**src/rtl/vga_pkg.sv**
```systemverilog
// Shared constants for the shot link controller: TX state codes, frame header
// defaults and the two-bit result encodings.
package vga_pkg;

  localparam logic [2:0] ST_IDLE     = 3'd0;
  localparam logic [2:0] ST_SEND_HDR = 3'd1;
  localparam logic [2:0] ST_WAIT_HDR = 3'd2;
  localparam logic [2:0] ST_SEND_PAY = 3'd3;
  localparam logic [2:0] ST_WAIT_PAY = 3'd4;
  localparam logic [2:0] ST_WAIT_RES = 3'd5;

  localparam logic [7:0] HDR_SHOT_DEF   = 8'hA5;
  localparam logic [7:0] HDR_RESULT_DEF = 8'hC3;

  localparam logic [1:0] MSG_NONE = 2'b00;
  localparam logic [1:0] MSG_MISS = 2'b01;
  localparam logic [1:0] MSG_HIT  = 2'b10;

  function automatic logic [1:0] msg_from_bit(input logic hit);
    return hit ? MSG_HIT : MSG_MISS;
  endfunction

endpackage

```
**src/rtl/shot_frame_rx.sv**
```systemverilog
// Two-byte frame parser: a SHOT or RESULT header arms it, the next byte is the
// payload. Strobes are combinational; the controller registers what it needs.
module shot_frame_rx
  import vga_pkg::*;
#(
  parameter logic [7:0] HDR_SHOT   = HDR_SHOT_DEF,
  parameter logic [7:0] HDR_RESULT = HDR_RESULT_DEF
) (
  input  logic       clk,
  input  logic       rst,
  input  logic [7:0] rx_data,
  input  logic       rx_valid,
  output logic       shot_valid,
  output logic       res_valid,
  output logic [7:0] payload
);

  logic armed_q, armed_d;
  logic is_shot_q, is_shot_d;

  always_comb begin
    armed_d   = armed_q;
    is_shot_d = is_shot_q;
    if (rx_valid) begin
      if (armed_q) begin
        armed_d = 1'b0;
      end else if (rx_data == HDR_SHOT) begin
        armed_d   = 1'b1;
        is_shot_d = 1'b1;
      end else if (rx_data == HDR_RESULT) begin
        armed_d   = 1'b1;
        is_shot_d = 1'b0;
      end
    end
  end

  always_ff @(posedge clk or posedge rst) begin
    if (rst) begin
      armed_q   <= 1'b0;
      is_shot_q <= 1'b0;
    end else begin
      armed_q   <= armed_d;
      is_shot_q <= is_shot_d;
    end
  end

  assign shot_valid = rx_valid & armed_q & is_shot_q;
  assign res_valid  = rx_valid & armed_q & ~is_shot_q;
  assign payload    = rx_data;

endmodule

```
**src/rtl/shot_link_ctl.sv**
```systemverilog
// Shot exchange controller over a byte UART link. Define SHOT_LINK_TIMEOUT_EN to
// enable the RESULT timeout (sticky link_err, timed-out shot reported as a miss).
module shot_link_ctl
  import vga_pkg::*;
#(
  parameter logic [31:0] TIMEOUT_CYCLES = 32'd65_000_000,
  parameter logic [7:0]  HDR_SHOT       = HDR_SHOT_DEF,
  parameter logic [7:0]  HDR_RESULT     = HDR_RESULT_DEF
) (
  input  logic       clk,
  input  logic       rst,
  input  logic       addres_sent,
  input  logic [7:0] check_out,
  input  logic       own_hit,
  input  logic       own_hit_valid,
  input  logic [7:0] rx_data,
  input  logic       rx_valid,
  input  logic       tx_done,
  output logic [7:0] tx_data,
  output logic       tx_start,
  output logic [1:0] msg_in,
  output logic [1:0] msg_send,
  output logic [7:0] check_in,
  output logic       link_err
);

  logic [2:0] state_q, state_d;
  logic       as_q;
  logic       shot_pend_q, shot_pend_d;
  logic [7:0] shot_addr_q, shot_addr_d;
  logic       reply_pend_q, reply_pend_d;
  logic       reply_hit_q, reply_hit_d;
  logic       wait_own_q, wait_own_d;
  logic       cur_shot_q, cur_shot_d;
  logic [7:0] tx_data_q, tx_data_d;
  logic       tx_start_q, tx_start_d;
  logic [1:0] msg_in_q, msg_in_d;
  logic [1:0] msg_send_q, msg_send_d;
  logic [7:0] check_in_q, check_in_d;
  logic       shot_valid, res_valid;
  logic [7:0] payload;
  logic       shot_rise, shot_busy, timeout_hit;

  shot_frame_rx #(
    .HDR_SHOT   (HDR_SHOT),
    .HDR_RESULT (HDR_RESULT)
  ) u_rx (
    .clk        (clk),
    .rst        (rst),
    .rx_data    (rx_data),
    .rx_valid   (rx_valid),
    .shot_valid (shot_valid),
    .res_valid  (res_valid),
    .payload    (payload)
  );

  assign shot_rise = addres_sent & ~as_q;
  // A shot is in flight from the moment it is latched until WAIT_RES resolves.
  assign shot_busy = shot_pend_q | (cur_shot_q & (state_q != ST_IDLE));

`ifdef SHOT_LINK_TIMEOUT_EN
  logic [31:0] timer_q, timer_d;
  logic        link_err_q;

  assign timeout_hit = (state_q == ST_WAIT_RES) && (timer_q == TIMEOUT_CYCLES - 32'd1);
  assign timer_d     = (state_q == ST_WAIT_RES) ? timer_q + 32'd1 : 32'd0;

  always_ff @(posedge clk or posedge rst) begin
    if (rst) begin
      timer_q    <= 32'd0;
      link_err_q <= 1'b0;
    end else begin
      timer_q    <= timer_d;
      link_err_q <= link_err_q | timeout_hit;
    end
  end

  assign link_err = link_err_q;
`else
  logic unused_timeout;
  assign unused_timeout = ^TIMEOUT_CYCLES;
  assign timeout_hit    = 1'b0;
  assign link_err       = 1'b0;
`endif

  always_comb begin
    state_d      = state_q;
    shot_pend_d  = shot_pend_q;
    shot_addr_d  = shot_addr_q;
    reply_pend_d = reply_pend_q;
    reply_hit_d  = reply_hit_q;
    wait_own_d   = wait_own_q;
    cur_shot_d   = cur_shot_q;
    tx_data_d    = tx_data_q;
    tx_start_d   = 1'b0;
    msg_in_d     = msg_in_q;
    msg_send_d   = msg_send_q;
    check_in_d   = check_in_q;

    case (state_q)
      ST_IDLE: begin
        if (reply_pend_q) begin
          reply_pend_d = 1'b0;
          cur_shot_d   = 1'b0;
          state_d      = ST_SEND_HDR;
        end else if (shot_pend_q) begin
          shot_pend_d = 1'b0;
          cur_shot_d  = 1'b1;
          msg_in_d    = MSG_NONE;
          msg_send_d  = MSG_NONE;
          state_d     = ST_SEND_HDR;
        end
      end
      ST_SEND_HDR: begin
        tx_start_d = 1'b1;
        tx_data_d  = cur_shot_q ? HDR_SHOT : HDR_RESULT;
        state_d    = ST_WAIT_HDR;
      end
      ST_WAIT_HDR: if (tx_done) state_d = ST_SEND_PAY;
      ST_SEND_PAY: begin
        tx_start_d = 1'b1;
        tx_data_d  = cur_shot_q ? shot_addr_q : {7'd0, reply_hit_q};
        state_d    = ST_WAIT_PAY;
      end
      ST_WAIT_PAY: if (tx_done) state_d = cur_shot_q ? ST_WAIT_RES : ST_IDLE;
      ST_WAIT_RES: begin
        if (res_valid) begin
          msg_in_d = msg_from_bit(payload[0]);
          state_d  = ST_IDLE;
        end else if (timeout_hit) begin
          msg_in_d = MSG_MISS;
          state_d  = ST_IDLE;
        end
      end
      default: state_d = ST_IDLE;
    endcase

    // Events are applied after the FSM so a same-cycle new request is not lost.
    if (shot_rise && !shot_busy) begin
      shot_pend_d = 1'b1;
      shot_addr_d = check_out;
    end
    if (shot_valid) begin
      check_in_d = payload;
      wait_own_d = 1'b1;
    end
    if (own_hit_valid && wait_own_q) begin
      wait_own_d   = 1'b0;
      msg_send_d   = msg_from_bit(own_hit);
      reply_pend_d = 1'b1;
      reply_hit_d  = own_hit;
    end
  end

  always_ff @(posedge clk or posedge rst) begin
    if (rst) begin
      state_q      <= ST_IDLE;
      as_q         <= 1'b0;
      shot_pend_q  <= 1'b0;
      shot_addr_q  <= 8'd0;
      reply_pend_q <= 1'b0;
      reply_hit_q  <= 1'b0;
      wait_own_q   <= 1'b0;
      cur_shot_q   <= 1'b0;
      tx_data_q    <= 8'd0;
      tx_start_q   <= 1'b0;
      msg_in_q     <= MSG_NONE;
      msg_send_q   <= MSG_NONE;
      check_in_q   <= 8'd0;
    end else begin
      state_q      <= state_d;
      as_q         <= addres_sent;
      shot_pend_q  <= shot_pend_d;
      shot_addr_q  <= shot_addr_d;
      reply_pend_q <= reply_pend_d;
      reply_hit_q  <= reply_hit_d;
      wait_own_q   <= wait_own_d;
      cur_shot_q   <= cur_shot_d;
      tx_data_q    <= tx_data_d;
      tx_start_q   <= tx_start_d;
      msg_in_q     <= msg_in_d;
      msg_send_q   <= msg_send_d;
      check_in_q   <= check_in_d;
    end
  end

  assign tx_data  = tx_data_q;
  assign tx_start = tx_start_q;
  assign msg_in   = msg_in_q;
  assign msg_send = msg_send_q;
  assign check_in = check_in_q;

endmodule

```
**config.mk**
```make
export PLATFORM = sky130hd
export DESIGN_NAME = shot_link_ctl
export DESIGN_NICKNAME = d
export VERILOG_FILES = /design/src/rtl/vga_pkg.sv /design/src/rtl/shot_frame_rx.sv /design/src/rtl/shot_link_ctl.sv
export SDC_FILE = /design/constraint.sdc
export NUM_CORES = 1
export LEC_CHECK = 0
export BUFFER_PORTS_ARGS = -buffer_cell sky130_fd_sc_hd__buf_2
export CELL_PAD_IN_SITES_DETAIL_PLACEMENT = 0
export CELL_PAD_IN_SITES_GLOBAL_PLACEMENT = 2
export CORE_MARGIN = 5
export CORE_UTILIZATION = 35
export CTS_BUF_LIST = sky130_fd_sc_hd__clkbuf_8
export DETAILED_ROUTE_END_ITERATION = 16
export GPL_TIMING_DRIVEN = 0
export PLACE_DENSITY = 0.91
export SKIP_CTS_REPAIR_TIMING = 1
export SLEW_MARGIN = 20
export SYNTH_ARGS = -nofsm -noshare
export SYNTH_HDL_FRONTEND = slang
export SYNTH_HIERARCHICAL = 1
export SYNTH_SLANG_ARGS = --single-unit
```
**constraint.sdc**
```tcl
create_clock -name clk -period 1.9 [get_ports clk]
set_clock_uncertainty 0.15 [all_clocks]
set_input_delay 0.095 -clock clk [delete_from_list [all_inputs] [get_ports clk]]
set_output_delay 0.095 -clock clk [all_outputs]
set_load 0.02 [all_outputs]
```
==> results of run 1 <==
==> logic make-up after synthesis <==
logic type	share of synthesized area, %
AND/OR/NAND/NOR	14.8
multiplexers	11.1
AO/OA/AOI/OAI	10.4
other	0.209
buffers and inverters	7.24
flip-flops	55.7
XOR/XNOR	0.488
==> how the worst min path moves through the flow <==
stage               start             end  slack [ns]  depth (start not counted)
6_report       rx_data[2]     check_in[2]       0.005                          3
3_3_place_gp          rst    u_rx/armed_q       -0.19                          2
2_1_floorplan         rst    u_rx/armed_q       -0.31                          1
4_1_cts               rst    u_rx/armed_q       -0.49                          2
3_5_place_dp          rst  u_rx/is_shot_q       -0.18                          2
5_1_grt        rx_data[2]     check_in[2]       0.001                          3
==> stage by stage <==
step                      instance area [um^2]  util [%]
after global placement                    2100      41.6
after floorplan                           1800         -
after detailed placement                  2120      42.0
after global routing                      2440      48.3
final                                     2440      48.3
after CTS                                 2240      44.3
==> worst reg2reg max path, delay by kind of cell, from the launching register on <==
family | cells | cell delay (ns)
simple gates | 1 | 0.19
flops | 1 | 0.41
buf+inv | 1 | 0.43
mux | 1 | 0.40
==> sequential cells by signal (all words and copies together), names as in the netlist <==
| name | cells |
|---|---|
| shot_pend_q | 1 |
| msg_in | 2 |
| state_q | 3 |
| msg_send | 2 |
| u_rx/armed_q | 1 |
| wait_own_q | 1 |
| tx_start | 1 |
| tx_data | 8 |
| as_q | 1 |
| shot_addr_q | 8 |
| reply_pend_q | 1 |
| reply_hit_q | 1 |
| check_in | 8 |
| u_rx/is_shot_q | 1 |
| cur_shot_q | 1 |
==> cells in the final DEF (no fill, tap or decap), types with 2 or more instances in the layout <==
master | Yosys | final
mux2_2 | 15 | 15
a22o_1 | 2 | 2
buf_4 | 9 | 9
clkinv_4 | 0 | 2
nor3_1 | 3 | 3
and4bb_1 | 2 | 2
clkbuf_8 | 0 | 5
inv_1 | 6 | 5
buf_6 | 2 | 2
nand2_1 | 17 | 17
nor2b_1 | 2 | 2
o21ai_0 | 6 | 6
clkbuf_1 | 2 | 2
dfrtp_1 | 40 | 40
buf_2 | 2 | 45
o22ai_1 | 4 | 4
a21oi_1 | 8 | 8
mux2i_1 | 2 | 2
nand4b_1 | 2 | 2
and2_1 | 2 | 2
nor2_1 | 8 | 8
dlygate4sd3_1 | 0 | 20
==> power groups by stage <==
stage | clock network [mW] | logic [mW] | registers [mW]
6_report | 0.712 | 1.07 | 1.24
5_1_grt | 0.776 | 1.19 | 1.27
4_1_cts | 0.727 | 1.06 | 1.24
3_5_place_dp | 0 | 1.05 | 1.26
3_3_place_gp | 0 | 1.04 | 1.25
2_1_floorplan | 0 | 0.679 | 1.36
==> cell type report <==
cell class	instances	area [um^2]	share of cell area (%)
Sequential cell	40	1000	41.1
Multi-Input combinational cell	94	666	27.3
Timing Repair Buffer	64	435	17.9
Buffer	15	108	4.42
Tap cell	70	87.6	3.60
Clock buffer	5	68.8	2.82
Clock inverter	3	47.5	1.95
Inverter	6	22.5	0.924
==> layer usage <==
layer	vias up	global-route usage, %
met2	37	18.3
li1	671	-
met4	0	3.49
met5	-	0
met3	6	4.39
met1	641	13.8
==> metrics, run 1 <==
Tot Pwr roughly 3.0 mW; most frequent cells after synthesis dfrtp_1 (40), nand2_1 (17), mux2_2 (15); Die Span X around 82 um; Reg2Reg Depth 3; vias in the first global route 1288; ant diodes 0; Int Pwr around 2 mW; Clock Tree Root clkbuf_8; switching power about 1.0 mW; crit path DAT between 1.5 and 2 ns; synthesized area 1800 um^2; Remaining Overflow, GRT 0; Worst-Skew Late Latency approximately 0.29 ns; power share of the clock group between 20% and 30%; Slew @ Worst Pin roughly 0.54 ns; Final WS setup 0.135 ns; Slew Viols, Final 0; drt total wl about 3.8 mm; Port Buf Inserts 43; Area growth syn-to-layout 35.6%; reg2reg start u_rx/is_shot_q; pre-CTS setup slack roughly 0.22 ns; core area 5040 um^2; GRT Total Usage between 10% and 20%; first-pass GRT wire length between 5 and 6 mm; FMAX between 0.5 and 0.6 GHz; Seq/Total Area, Yosys about 56%; maximum number of pins on one net before global-route repair 33; CTS tree done; row cnt 26; most common cell in the netlist dfrtp_1; CP required 1.98 ns; period utilization between 90 and 100%; M1 WL ~1.7 mm; Yosys reg bits 40; max_slew headroom between 60% and 70%; combinational power share 35.4%; Die Span Y between 80 and 90 um; TritonRoute pass-1 iters 4; RePlAce Congestion 0.784; Hold Worst Slack roughly 0.0054 ns; Initial Util 35.6%; post-synth top area share between 50% and 60%; WL/cell 12.7 um; Async SR Flop Fraction 100%; MaxCap Viol Count 0; worst path bufs/invs 3; Clock Tree Buf Depth 2; Mean Syn Cell Area roughly 12 um^2; setup TNS 0 ns; H-Tree Level Count 2; number of synthesized flops with an enable pin 0; post-synth cell types 40; Worst Setup End Kind flip-flop; Slowest-stage cell, CP dlygate4sd3_1; Reg clk slew, reported paths about 0.08 ns; Sw Share ~34%; cell taking the most area after synthesis dfrtp_1; crit path kind in -> reg; cell depth of the worst setup path 6; Final Critical Period 1.76 ns; critical path, cell by cell dlygate4sd3_1 > buf_2 > nor3b_1 > a21oi_1 > o22ai_1 > dlygate4sd3_1; cts bufs inserted 5; Vias per Instance 4.56; Sequential Power Share roughly two fifths; r2r setup slk between 0.2 and 0.25 ns; leakage 1.19 nW; placed cells between 200 and 300; Synth Warn # 6; fill cell count 460; DRC violations left 0; Cells after Synth about 160; r2r endpoint check_in[6]; crit path to u_rx/armed_q; Synth Net Count around 180; delay-heaviest family, CP buffers and inverters; Fin. Hold Viols 0; CP startpoint rx_data[5]; unrepaired setup endpoints after global routing no; DR top layer met4; DR WL met3 203 um; delay of the slowest critical-path stage between 0.5 and 0.6 ns; Layout Cells excl Fill 297; Hold Path Class in -> reg; detailed placement HPWL ~2.6 mm; CTS Sinks 40; crit-path max FO 3; initial antenna violation count 0; post-route ant nets 0; I/O pin cnt between 40 and 50; die area roughly 6700 um^2; Top FF cell, synth dfrtp_1; layout cells sized above 1 between 30% and 40%; status finished clean; Worst setup SP type primary input; maximum vdd drop roughly 0.53 mV; synth top area cells dfrtp_1 (56%), mux2_2 (9.4%), buf_4 (3.8%); via count about 1400; initial drt markers between 70 and 80; most used cell, CP dlygate4sd3_1; final setup violation count 0; final net count roughly 250; met2 wire len 1.84 mm; Cell Pwr Density 1240 nW/um^2
No activity file was read; power rests on OpenSTA's default activity.
==> run 2, diff against run 1 <==
REMOVE_ABC_BUFFERS = 1   (was default)
clock period = 1.73 ns   (was 1.9 ns; I/O delays follow)
==> run 2 against run 1 <==
Against the previous run: die area stayed put; total power rose by 9.2%; via count shrank 3.7%; highest routed layer unchanged.
==> metrics, run 2 (same netlist as run 1, synthesis figures left out) <==
most frequent cells in the layout buf_2 (43), dfrtp_1 (37), dlygate4sd3_1 (22); core area 5040 um^2 (unchanged); Final WS setup 0.0950 ns (-0.0401 ns); delay-heaviest family, CP simple AND/OR/NAND/NOR gates; initial drt markers 36 (-50%); Hold Worst Slack 0.0595 ns (+0.0541 ns); I/O pin cnt 45 (unchanged); via count 1305 (-3.7%); TritonRoute pass-1 iters 4 (unchanged); post-route cell area 2360 um^2 (-2.9%); die area 6670 um^2 (unchanged); period utilization 94.5%; CP required 1.73 ns (-0.25 ns); Hold Path Class in -> async; Initial Util 35.6% (unchanged); crit-path max FO 11 (+8); Layout Utilization 46.9% (-1.4 points); Reg clk slew, reported paths 0.08 ns (about the same); WL/cell 12.8 um (+0.70%); GRT Total Usage 11.3% (about the same); worst path bufs/invs 0 (-3); final setup violation count 0 (unchanged); Vias per Instance 4.60 (+0.72%); pre-CTS setup slack -0.0577 ns (-0.274 ns); FMAX 0.612 GHz; Clock Tree Buf Depth 2 (unchanged); Tot Pwr 3.30 mW (+9.2%); reg2reg start state_q[1]; row cnt 26 (unchanged); Final Critical Period approximately 1.6 ns; maximum number of pins on one net before global-route repair 25 (-24%); Slowest-stage cell, CP dfrtp_2; Post-DP Area 2010 um^2 (-5.1%); unrepaired setup endpoints after global routing no; CTS Sinks 40 (unchanged); drt total wl 3.64 mm (-3.7%); Die Span X 81.7 um (unchanged); layout cells sized above 1 36.9% (-1.9 points); critical path, cell by cell or3_4 > nor3b_4 > o22ai_1; crit path DAT 1.64 ns (-0.21 ns); leakage 1.13 nW (-4.9%); post-route ant nets 0 (unchanged); vias in the first global route 1218 (-5.4%); placed cells 254 (-5.6%); commonest non-fill, non-tap cell in the layout buf_2; Worst-Skew Late Latency 0.29 ns (about the same); Worst Setup End Kind flip-flop; delay of the slowest critical-path stage 0.50 ns (-0.06 ns); Worst setup SP type flip-flop; cts bufs inserted 5 (unchanged); H-Tree Level Count 2 (unchanged); RePlAce Congestion 0.668 (-15%); detailed placement HPWL 2.53 mm (-2.5%); ant diodes 0 (unchanged); Area growth syn-to-layout 31.6%; MaxCap Viol Count 0 (unchanged); Clock Tree Root clkbuf_8; status finished clean; CTS tree done; Slew Viols, Final 0 (unchanged); crit path kind reg -> reg; Layout Cells excl Fill 284 (-4.4%); DRC violations left 0 (unchanged); final net count 236 (-5.2%); Cell Pwr Density 1390 nW/um^2 (+12%); Die Span Y 81.7 um (unchanged); r2r setup slk 0.09 ns (-0.13 ns); maximum vdd drop 0.452 mV (-14%); Reg2Reg Depth 3 (unchanged); first-pass GRT wire length 5.64 mm (-1.5%); r2r endpoint msg_send[0]; initial antenna violation count 0 (unchanged); Remaining Overflow, GRT 0 (unchanged); Port Buf Inserts 43 (unchanged); Fin. Hold Viols 0 (unchanged); setup TNS 0 ns (unchanged)
run 2: how the worst max path moves through the flow:
stage | from | end | depth (start not counted)
4_1_cts | state_q[2] | tx_data[3] | 4
3_3_place_gp | state_q[2] | tx_data[4] | 4
2_1_floorplan | state_q[2] | tx_data[3] | 4
5_1_grt | state_q[1] | msg_send[0] | 3
3_5_place_dp | state_q[2] | tx_data[3] | 4
6_report | state_q[1] | msg_send[0] | 3
run 2: report_power, final:
part           switching, mW  internal, mW
Combinational          0.504         0.486
Sequential             0.263          1.22
Clock                  0.315         0.509
run 2: tightest hold or removal path, cell delays in order:
cell	delay [ns]
dlygate4sd3_1	0.54
buf_2	0.13
inv_1	0.08
run 2: final cells by class:
type | count | area [um^2]
flip-flops and latches | 40 | 1000
well taps | 70 | 87.6
inverters | 6 | 22.5
repair buffers | 66 | 455
fillers | 467 | 2680
multi-input cells | 94 | 668
clock inverters | 1 | 30.0
clock buffers | 7 | 96.3
run 2: per-layer routing:
layer,GRT usage [%],vias to the layer above,share of wire [%]
met5,0,-,0
met4,5.48,0,2.0
met3,4.06,5,6.1
met2,17.8,30,50
met1,13.6,625,42
li1,-,645,-
==> run 3, diff against run 2 <==
BUFFER_PORTS_ARGS = -buffer_cell sky130_fd_sc_hd__buf_4   (was -buffer_cell sky130_fd_sc_hd__buf_2)
SYNTH_HIERARCHICAL = default   (was 1)
==> run 3 against run 2 <==
Against the previous run: worst setup slack worse by 0.0090 ns; first-iteration DRC count up 5.6%; critical path depth up 1; combinational power up 9%; critical path type unchanged; critical endpoint is now shot_addr_q[5]; largest cell class unchanged.
==> metrics, run 3 <==
Initial Util 36.3% (+0.63 points); adder-cell share of the synthesized area 0% (unchanged); initial antenna violation count 0 (unchanged); CP required 1.75 ns (+0.02 ns); WL/cell 14.5 um (+13%); Worst-Skew Late Latency 0.29 ns (about the same); period utilization 95.0% (+0.52 points); core area 4750 um^2 (-5.7%); Sequential Power Share 45.5% (+0.5 points); commonest non-fill, non-tap cell in the layout buf_4; layout cells sized above 1 37.8% (+0.88 points); fill cell count 427 (-8.6%); Hold Worst Slack 0.0252 ns (-0.0343 ns); leakage 1.18 nW (+4.1%); largest family of logic cells by synthesized area compound AO/OA/AOI/OAI gates; Clock Tree Buf Depth 2 (unchanged); first-pass GRT wire length 6.45 mm (+14%); synthesized area 1720 um^2 (-4.0%); CTS Sinks 40 (unchanged); r2r setup slk 0.09 ns (about the same); Cells after Synth 141 (-9.0%); MaxCap Viol Count 0 (unchanged); row cnt 25 (-3.8%); FMAX 0.608 GHz (-0.55%); simple-gate portion of the synthesized area 11.7% (-3.1 points); hold depth 4; H-Tree Level Count 2 (unchanged); detailed placement HPWL 2.92 mm (+15%); Top FF cell, synth dfrtp_1; final setup violation count 0 (unchanged); TritonRoute pass-1 iters 4 (unchanged); Reg2Reg Depth 4 (+1); Synth Warn # 0 (-6); die area 6430 um^2 (-3.6%); unrepaired setup endpoints after global routing no; reg2reg start cur_shot_q; drt total wl 4.00 mm (+9.8%); Mean Syn Cell Area 12.2 um^2 (+5.5%); Reg clk slew, reported paths 0.08 ns (about the same); Int Pwr 2.06 mW (-7.0%); number of synthesized flops with an enable pin 0 (unchanged); maximum vdd drop 0.608 mV (+35%); ant diodes 0 (unchanged); Cell Pwr Density 1290 nW/um^2 (-7.6%); via count 1331 (+2.0%); crit-path max FO 9 (-2); post-route ant nets 0 (unchanged); Final Critical Period 1.64 ns (+0.00901 ns); Die Span X 80.2 um (-1.8%); switching power 1.11 mW (+2.5%); final net count 231 (-2.1%); combinational power share 34.0% (+4.0 points); cts bufs inserted 5 (unchanged); power share of the clock group 20.5% (-4.5 points); DRC violations left 0 (unchanged); Slew Viols, Final 0 (unchanged); Compound-Gate Fraction of Synth Area 13.0% (+2.5 points); Seq/Total Area, Yosys 58.1% (+2.3 points); mux share of post-synthesis cell area 12.8% (+1.6 points); Yosys reg bits 40 (unchanged); most frequent cells in the layout buf_4 (43), dfrtp_1 (38), dlygate4sd3_1 (21); GRT Total Usage 13.0% (+1.7 points); crit path DAT 1.67 ns (+0.03 ns); r2r endpoint shot_addr_q[5]; most frequent cells after synthesis dfrtp_1 (40), mux2_2 (16), nand2_1 (11); initial drt markers 38 (+5.6%); Tot Pwr 3.17 mW (-3.9%); crit path kind reg -> reg; Sw Share 35.0% (+2.2 points); Hold Path Class in -> reg; Die Span Y 80.2 um (-1.8%); Vias per Instance 4.82 (+4.9%); Clock Tree Root clkbuf_8; I/O pin cnt 45 (unchanged); post-synth top area share 58.1% (+2.3 points); maximum number of pins on one net before global-route repair 24 (-4.0%); Worst setup SP type flip-flop; Async SR Flop Fraction 100% (unchanged); status finished clean; Worst Setup End Kind flip-flop; Port Buf Inserts 43 (unchanged); RePlAce Congestion 0.837 (+25%); Hold Path Sink state_q[0]; Area growth syn-to-layout 42.6%; cell taking the most area after synthesis dfrtp_1; Remaining Overflow, GRT 0 (unchanged); vias in the first global route 1352 (+11%); most common cell in the netlist dfrtp_1; synth top area cells dfrtp_1 (58%), mux2_2 (10%), o21ai_0 (2.9%); CTS tree done; Fin. Hold Viols 0 (unchanged); min-delay src tx_done; post-synth cell types 39 (-2.5%); XOR/XNOR Fraction of Synth Area 0.508% (+0.021 points)
## run 3: logic make-up (layout without fill, tap and decap cells)
logic type / Yosys count / count (layout)
flip-flops: 40 / 40
other: 1 / 1
AND/OR/NAND/NOR: 36 / 36
multiplexers: 20 / 20
buffers and inverters: 12 / 80
AO/OA/AOI/OAI: 31 / 31
XOR/XNOR: 1 / 1
## run 3: per-layer routing
layer | up-vias | track usage [%] | routed length, um
li1 | 638 | - | -
met2 | 38 | 22.8 | 2080
met1 | 653 | 14.7 | 1650
met4 | 0 | 3.04 | 8
met3 | 2 | 5.04 | 256
met5 | - | 0 | 0
## run 3: power by group through the flow
| stage | Sequential [mW] | Clock (mW) | Combinational (mW) |
|---|---|---|---|
| floorplan | 1.51 | 0 | 0.536 |
| finish | 1.44 | 0.651 | 1.08 |
| detailed placement | 1.46 | 0 | 1.01 |
| global route | 1.48 | 0.719 | 1.19 |
| global placement | 1.43 | 0 | 0.958 |
| CTS | 1.44 | 0.669 | 1.01 |
## run 3: cell type report
class                           count  area (um^2)  area share, %
Clock buffer                        6         82.6           3.36
Clock inverter                      2         13.8          0.560
Inverter                            6         22.5          0.916
Multi-Input combinational cell     89          672           27.3
Sequential cell                    40         1000           40.8
Tap cell                           67         83.8           3.41
Timing Repair Buffer               66          581           23.6
## run 3: stage by stage
stage	instances	area (um^2)	setup TNS [ns]	util [%]	setup WS, ns
2_1_floorplan	135	1680	0	-	0.161
3_3_place_gp	245	2090	-0.628	43.9	-0.0801
3_5_place_dp	246	2120	-1.26	44.5	-0.169
4_1_cts	254	2210	-1.38	46.5	-0.185
5_1_grt	276	2460	0	51.7	0.0173
6_report	276	2460	0	51.7	0.0860
## run 3: how the worst max path moves through the flow
stage / endpoint / slack, ns / cells after the start / from
after detailed placement: shot_addr_q[5] / -0.17 / 3 / state_q[1]
final: shot_addr_q[5] / 0.09 / 4 / cur_shot_q
after CTS: shot_addr_q[5] / -0.19 / 3 / state_q[1]
after floorplan: shot_addr_q[0] / 0.16 / 3 / state_q[1]
after global routing: shot_addr_q[5] / 0.02 / 4 / cur_shot_q
after global placement: shot_addr_q[5] / -0.08 / 3 / state_q[1]
## run 3: critical path: stages (launching register included)
cell	delay, ns
dfrtp_1	0.50
inv_1	0.18
o211ai_4	0.21
buf_12	0.15
mux2_2	0.33
